[src/rtl/fetch_pkg.sv]
// Shared definitions for the instruction fetch sequencer.
//   ADDR_W      : byte-address / instruction word width (32)
//   ST_*        : 2-bit state encodings for the fetch FSM
//   state_t     : enumerated FSM state type built on the ST_* encodings
//   EBREAK_INSN : instruction encoding that halts fetch (default for the
//                 top-level EBREAK_WORD parameter)
package fetch_pkg;

  localparam int ADDR_W = 32;

  localparam logic [1:0] ST_IDLE  = 2'd0;
  localparam logic [1:0] ST_RUN   = 2'd1;
  localparam logic [1:0] ST_HALT  = 2'd2;
  localparam logic [1:0] ST_FAULT = 2'd3;

  typedef enum logic [1:0] {
    S_IDLE  = ST_IDLE,
    S_RUN   = ST_RUN,
    S_HALT  = ST_HALT,
    S_FAULT = ST_FAULT
  } state_t;

  localparam logic [ADDR_W-1:0] EBREAK_INSN = 32'h0010_0073;

endpackage

[src/rtl/fetch_out_stage.sv]
// Valid/ready output register holding one fetched instruction and its PC.
//   clk, rst_n : clock, asynchronous active-low reset
//   load       : capture load_instr/load_pc and mark valid
//   flush      : drop any held instruction (highest priority)
//   accept     : consumer took the held instruction this cycle
//   load_instr : word to capture
//   load_pc    : byte address the word was fetched from
//   valid      : instr/instr_pc hold a fetched instruction
//   instr      : held instruction word
//   instr_pc   : held instruction address
module fetch_out_stage
  import fetch_pkg::*;
(
  input  logic              clk,
  input  logic              rst_n,
  input  logic              load,
  input  logic              flush,
  input  logic              accept,
  input  logic [ADDR_W-1:0] load_instr,
  input  logic [ADDR_W-1:0] load_pc,
  output logic              valid,
  output logic [ADDR_W-1:0] instr,
  output logic [ADDR_W-1:0] instr_pc
);

  logic              vld_p1;
  logic [ADDR_W-1:0] instr_p1;
  logic [ADDR_W-1:0] pc_p1;

  // Fetch -> decode boundary
  always_ff @(posedge clk or negedge rst_n) begin
    if (!rst_n) begin
      vld_p1   <= 1'b0;
      instr_p1 <= '0;
      pc_p1    <= '0;
    end else begin
      // A new load wins over an accept: the accepted word is replaced in
      // the same cycle, so the stage stays full.
      if (flush)       vld_p1 <= 1'b0;
      else if (load)   vld_p1 <= 1'b1;
      else if (accept) vld_p1 <= 1'b0;

      if (load && !flush) begin
        instr_p1 <= load_instr;
        pc_p1    <= load_pc;
      end
    end
  end

  assign valid    = vld_p1;
  assign instr    = instr_p1;
  assign instr_pc = pc_p1;

endmodule

[src/rtl/imem_fetch_ctrl.sv]
// Fetch sequencer for a combinational instruction memory. Owns the fetch PC,
// registers each fetched word into a valid/ready output stage, follows
// branch/jump redirects and stops on EBREAK or an illegal fetch address.
//   clk, rst_n      : clock, asynchronous active-low reset
//   start           : pulse; (re)starts fetch at RESET_PC unless already running
//   imem_addr       : byte address to instruction memory (= fetch PC)
//   imem_rd         : instruction memory read data, same cycle as imem_addr
//   redirect_valid  : taken branch/jump this cycle
//   redirect_pc     : redirect target byte address
//   instr_valid     : instr/instr_pc hold a fetched instruction
//   instr_ready     : consumer accepts the instruction this cycle
//   instr, instr_pc : fetched word and its byte address
//   halted, fault   : FSM is in HALT / FAULT
//   fault_pc        : offending address latched on entry to FAULT
//   fetch_count     : words loaded into the output stage since last start
module imem_fetch_ctrl
  import fetch_pkg::*;
#(
  parameter logic [31:0] RESET_PC    = 32'h0000_0000,
  parameter int          IMEM_WORDS  = 256,
  parameter logic [31:0] EBREAK_WORD = EBREAK_INSN
) (
  input  logic              clk,
  input  logic              rst_n,
  input  logic              start,
  output logic [ADDR_W-1:0] imem_addr,
  input  logic [ADDR_W-1:0] imem_rd,
  input  logic              redirect_valid,
  input  logic [ADDR_W-1:0] redirect_pc,
  output logic              instr_valid,
  input  logic              instr_ready,
  output logic [ADDR_W-1:0] instr,
  output logic [ADDR_W-1:0] instr_pc,
  output logic              halted,
  output logic              fault,
  output logic [ADDR_W-1:0] fault_pc,
  output logic [ADDR_W-1:0] fetch_count
);

  localparam logic [ADDR_W-1:0] ADDR_LIMIT = ADDR_W'(IMEM_WORDS * 4);

  state_t            state;
  logic [ADDR_W-1:0] fetch_pc;
  logic              load_en;
  logic              do_load;
  logic              do_flush;
  logic              do_accept;

  // Word-aligned and inside the memory; unsigned compare.
  function automatic logic in_range(input logic [ADDR_W-1:0] a);
    return (a[1:0] == 2'b00) && (a < ADDR_LIMIT);
  endfunction

  always_comb begin
    load_en   = (state == S_RUN) && !redirect_valid && (!instr_valid || instr_ready);
    do_load   = load_en && in_range(fetch_pc);
    // Restart discards any pending word; a redirect in RUN flushes the
    // wrong-path word even if the consumer is taking it this cycle.
    do_flush  = (start && (state != S_RUN)) || ((state == S_RUN) && redirect_valid);
    do_accept = instr_ready && (state != S_IDLE);
  end

  always_ff @(posedge clk or negedge rst_n) begin
    if (!rst_n) begin
      state       <= S_IDLE;
      fetch_pc    <= RESET_PC;
      fault_pc    <= '0;
      fetch_count <= '0;
    end else begin
      case (state)
        S_RUN: begin
          if (redirect_valid) begin
            if (in_range(redirect_pc)) begin
              fetch_pc <= redirect_pc;
            end else begin
              state    <= S_FAULT;
              fault_pc <= redirect_pc;
            end
          end else if (load_en) begin
            if (in_range(fetch_pc)) begin
              fetch_pc    <= fetch_pc + 32'd4;
              fetch_count <= fetch_count + 32'd1;
              // EBREAK itself is still delivered downstream.
              if (imem_rd == EBREAK_WORD) state <= S_HALT;
            end else begin
              state    <= S_FAULT;
              fault_pc <= fetch_pc;
            end
          end
        end
        default: begin
          // IDLE, HALT and FAULT all restart identically; fault_pc is kept.
          if (start) begin
            state       <= S_RUN;
            fetch_pc    <= RESET_PC;
            fetch_count <= '0;
          end
        end
      endcase
    end
  end

  fetch_out_stage u_out (
    .clk        (clk),
    .rst_n      (rst_n),
    .load       (do_load),
    .flush      (do_flush),
    .accept     (do_accept),
    .load_instr (imem_rd),
    .load_pc    (fetch_pc),
    .valid      (instr_valid),
    .instr      (instr),
    .instr_pc   (instr_pc)
  );

  assign imem_addr = fetch_pc;
  assign halted    = (state == S_HALT);
  assign fault     = (state == S_FAULT);

endmodule
[config.mk]
export PLATFORM = sky130hd
export DESIGN_NAME = imem_fetch_ctrl
export DESIGN_NICKNAME = d
export VERILOG_FILES = /design/src/rtl/fetch_pkg.sv /design/src/rtl/fetch_out_stage.sv /design/src/rtl/imem_fetch_ctrl.sv
export SDC_FILE = /design/constraint.sdc
export NUM_CORES = 1
export LEC_CHECK = 0
export CAP_MARGIN = 20
export CORE_ASPECT_RATIO = 1.5
export CORE_UTILIZATION = 31
export DETAILED_ROUTE_END_ITERATION = 8
export GPL_ROUTABILITY_DRIVEN = 0
export PLACE_DENSITY = 0.64
export SLEW_MARGIN = 20
export SYNTH_ARGS = -nofsm -noshare
export SYNTH_HDL_FRONTEND = slang
export SYNTH_HIERARCHICAL = 1
export SYNTH_SLANG_ARGS = --single-unit
[constraint.sdc]
create_clock -name clk -period 3.18 [get_ports clk]
set_clock_uncertainty 0.2 [all_clocks]
set_input_delay 0.477 -clock clk [delete_from_list [all_inputs] [get_ports clk]]
set_output_delay 0.477 -clock clk [all_outputs]
set_load 0.1 [all_outputs]
==> out/results.ini, run 1 <==
[timing]
finalSetupViolCount=0
tns_ns=0
slew_headroom_pct=57.2
period_share_pct=91.5
finalHoldViolations=0
period_needed_ns=2.91
rsz0062_at_grt=no
fmax_ghz=0.344
worstMarginPinSlew_ns=0.641
drv_slew=0

[power]
powerDensity_nw_per_um2=1110
vdd_drop_max_mv=0.561
p_leak_nw=5.04

[logic_synthesis]
syn_inst=622
avgSynthCellArea_um2=12.2
yosys_warnings=6
seq_area_frac_synth_pct=53.9
synth-main-ff-cell=dfrtp_1
synth_nets=693
synth-seq-cells=163
netlist_area_um2=7560
synth_cell_types=44
synth_edf_count=0
synth-async-reset-ratio_pct=100

[cells_and_area]
antenna_cells=0
syn_to_final_growth_pct=40.4
drive_above_1_share_pct=35.4
design_area_um2=10600
layout.core_utilization_pct=44.6
layout.nets=951

[floorplanning]
die_h_um=193
fp.dieW_um=130
num_rows=69
die-area_um2=25000
initial_utilization_pct=31.7
ios=232
core_area_um2=23800

[placed_design]
portBuffers=231
place_hpwl_mm=16.2
place_area_um2=10000

[hold_path]
hold_path_class=reg -> reg
hp-start=u_out/instr[27]
hold_depth=1

[clock_tree]
cts_sinks=163
cts_max_path_buffers=2
clkTransAtPathRegs_ns=0.07
cts_tree=done
post_cts.repair.setup_buffers=0
cts-buffers-inserted=17
clk-insertion-delay-late_ns=0.44
cts_root_buffer=clkbuf_16
cts.htree.levels=4

[detailed_routing]
routedWlPerCell_um=18.0
wirelength_mm=21.8
route.antenna.remaining_nets=0
viasPerCell=4.70
drt_iter0_drc=243
drt_pre_antenna_iters=4
drc=0
vias=5702

[global_route]
grt_first_pass_wirelength_mm=33.6
use_met3_pct=4.40
track_usage_pct=18.0
met2_usage_pct=31.6
grt_pass1_vias=5766
grt_max_degree=65
top_usage_layer=met2
antenna_found_initial=1
use_met1_pct=20.5
grt_overflow=0

[critical_path]
arrival_ns=3.03
crit_required_ns=3.30
worstSetupStartpoint=imem_addr[14]
startpoint_type=flip-flop
worstSetupPathType=reg -> reg
crit_path_end_kind=flip-flop
worstReg2RegStart=imem_addr[14]
worst-r2r-cell-count=6
critPathMaxFanout=9

[outcome]
status=finished, final reports clean

[flow_run]
drv_cap=0

## layout by cell type, fill, tap and decap left out, drive strengths merged, types with 11 or more instances in the layout
master / Yosys / layout
and3: 11 / 11
nor4: 28 / 28
dfrtp: 163 / 163
nand3: 18 / 18
inv: 8 / 16
nand4: 12 / 12
xnor2: 15 / 15
nand2: 32 / 32
clkbuf: 20 / 19
mux2: 64 / 64
mux2i: 34 / 34
a21oi: 45 / 45
and2: 26 / 26
clkdlybuf4s50: 0 / 66
xor2: 15 / 15
nor2: 69 / 69
buf: 11 / 203
## where the power goes
part	switching (mW)	internal (mW)
registers	0.419	2.62
logic	5.12	1.61
clock network	0.928	1.13
total	6.47	5.35
## path summary, 6_finish.rpt
path,end,slack (ns)
min in group asynchronous,fetch_count[16],0.40
setup / recovery,u_out/instr[19],0.27
hold reg to reg,u_out/instr[27],0.31
setup reg to reg,u_out/instr[19],0.27
max in group asynchronous,u_out/instr[0],1.58
hold / removal,u_out/instr[27],0.31
## worst max-delay path, stage by stage, from the launching register on
cell and delay [ns]:
dfrtp_1 0.43, nor4_1 0.36, nand2_1 0.27, nor4_4 0.33, nor2b_4 0.60, buf_4 0.28, mux2_4 0.31
## routing by layer
| layer | up-vias | share of wire (%) |
|---|---|---|
| li1 | 2720 | - |
| met1 | 2799 | 39 |
| met2 | 144 | 53 |
| met3 | 37 | 5.1 |
| met4 | 2 | 2.4 |
| met5 | - | 0.060 |
## final cells by class
| cell class | instances | area [um2] |
|---|---|---|
| clock buffer | 19 | 443 |
| clock inverter | 13 | 138 |
| fill | 2340 | 13200 |
| inverter | 8 | 30.0 |
| multi-input combinational | 420 | 3230 |
| sequential | 163 | 4080 |
| tap | 319 | 399 |
| timing repair buffer | 270 | 2300 |
## registers in the layout (all words and copies together), names as in the netlist
| name | cells |
|---|---|
| fault_pc | 32 |
| fetch_count | 32 |
| imem_addr | 32 |
| state | 2 |
| u_out/instr | 32 |
| u_out/instr_pc | 32 |
| u_out/valid | 1 |
## cell usage after synthesis, drive strengths merged, types with 8 or more instances
| cell type | n | area, um2 |
|---|---|---|
| nand3 | 18 | 90.1 |
| xnor2 | 15 | 131 |
| nor4 | 28 | 268 |
| nand4 | 12 | 87.6 |
| nor2 | 69 | 259 |
| mux2 | 64 | 946 |
| and2 | 26 | 163 |
| buf | 11 | 163 |
| clkbuf | 20 | 75.1 |
| nand2 | 32 | 120 |
| a21oi | 45 | 225 |
| xor2 | 15 | 131 |
| mux2i | 34 | 340 |
| inv | 8 | 30.0 |
| dfrtp | 163 | 4080 |
| and3 | 11 | 68.8 |
## stage by stage
step,hold WS (ns),std cells,setup slack (ns),power (mW)
finish,0.311,1212,0.270,11.8
global route,0.321,1212,0.154,12.3
CTS,0.303,1212,0.252,11.9
detailed placement,0.293,1179,-0.0825,9.84
global placement,0.285,1179,-0.0897,9.79
floorplan,-0.0186,622,0.244,8.24
## cells by family after synthesis
family | after synthesis | share of synthesized area [%]
buf+inv | 39 | 3.54
mux | 98 | 17.0
xor+xnor | 30 | 3.47
flops | 163 | 53.9
fa+ha+maj | 2 | 0.331
simple gates | 223 | 16.6
compound gates | 67 | 5.14
## repair_timing
item,4_1_cts,5_1_grt
hold buffers,1,0
endpoints found under the hold margin,53,0
gates resized for setup,0,0
Power figures use the tool's default switching activity.
==> inputs of run 2 (changes only) <==
Settings changed: GPL_ROUTABILITY_DRIVEN 0 to not set, SKIP_LAST_GASP set to 1, SLEW_MARGIN 20 to not set.
==> results of run 2 <==
No change in the layout: final DEF, timing and power equal those of run 1.
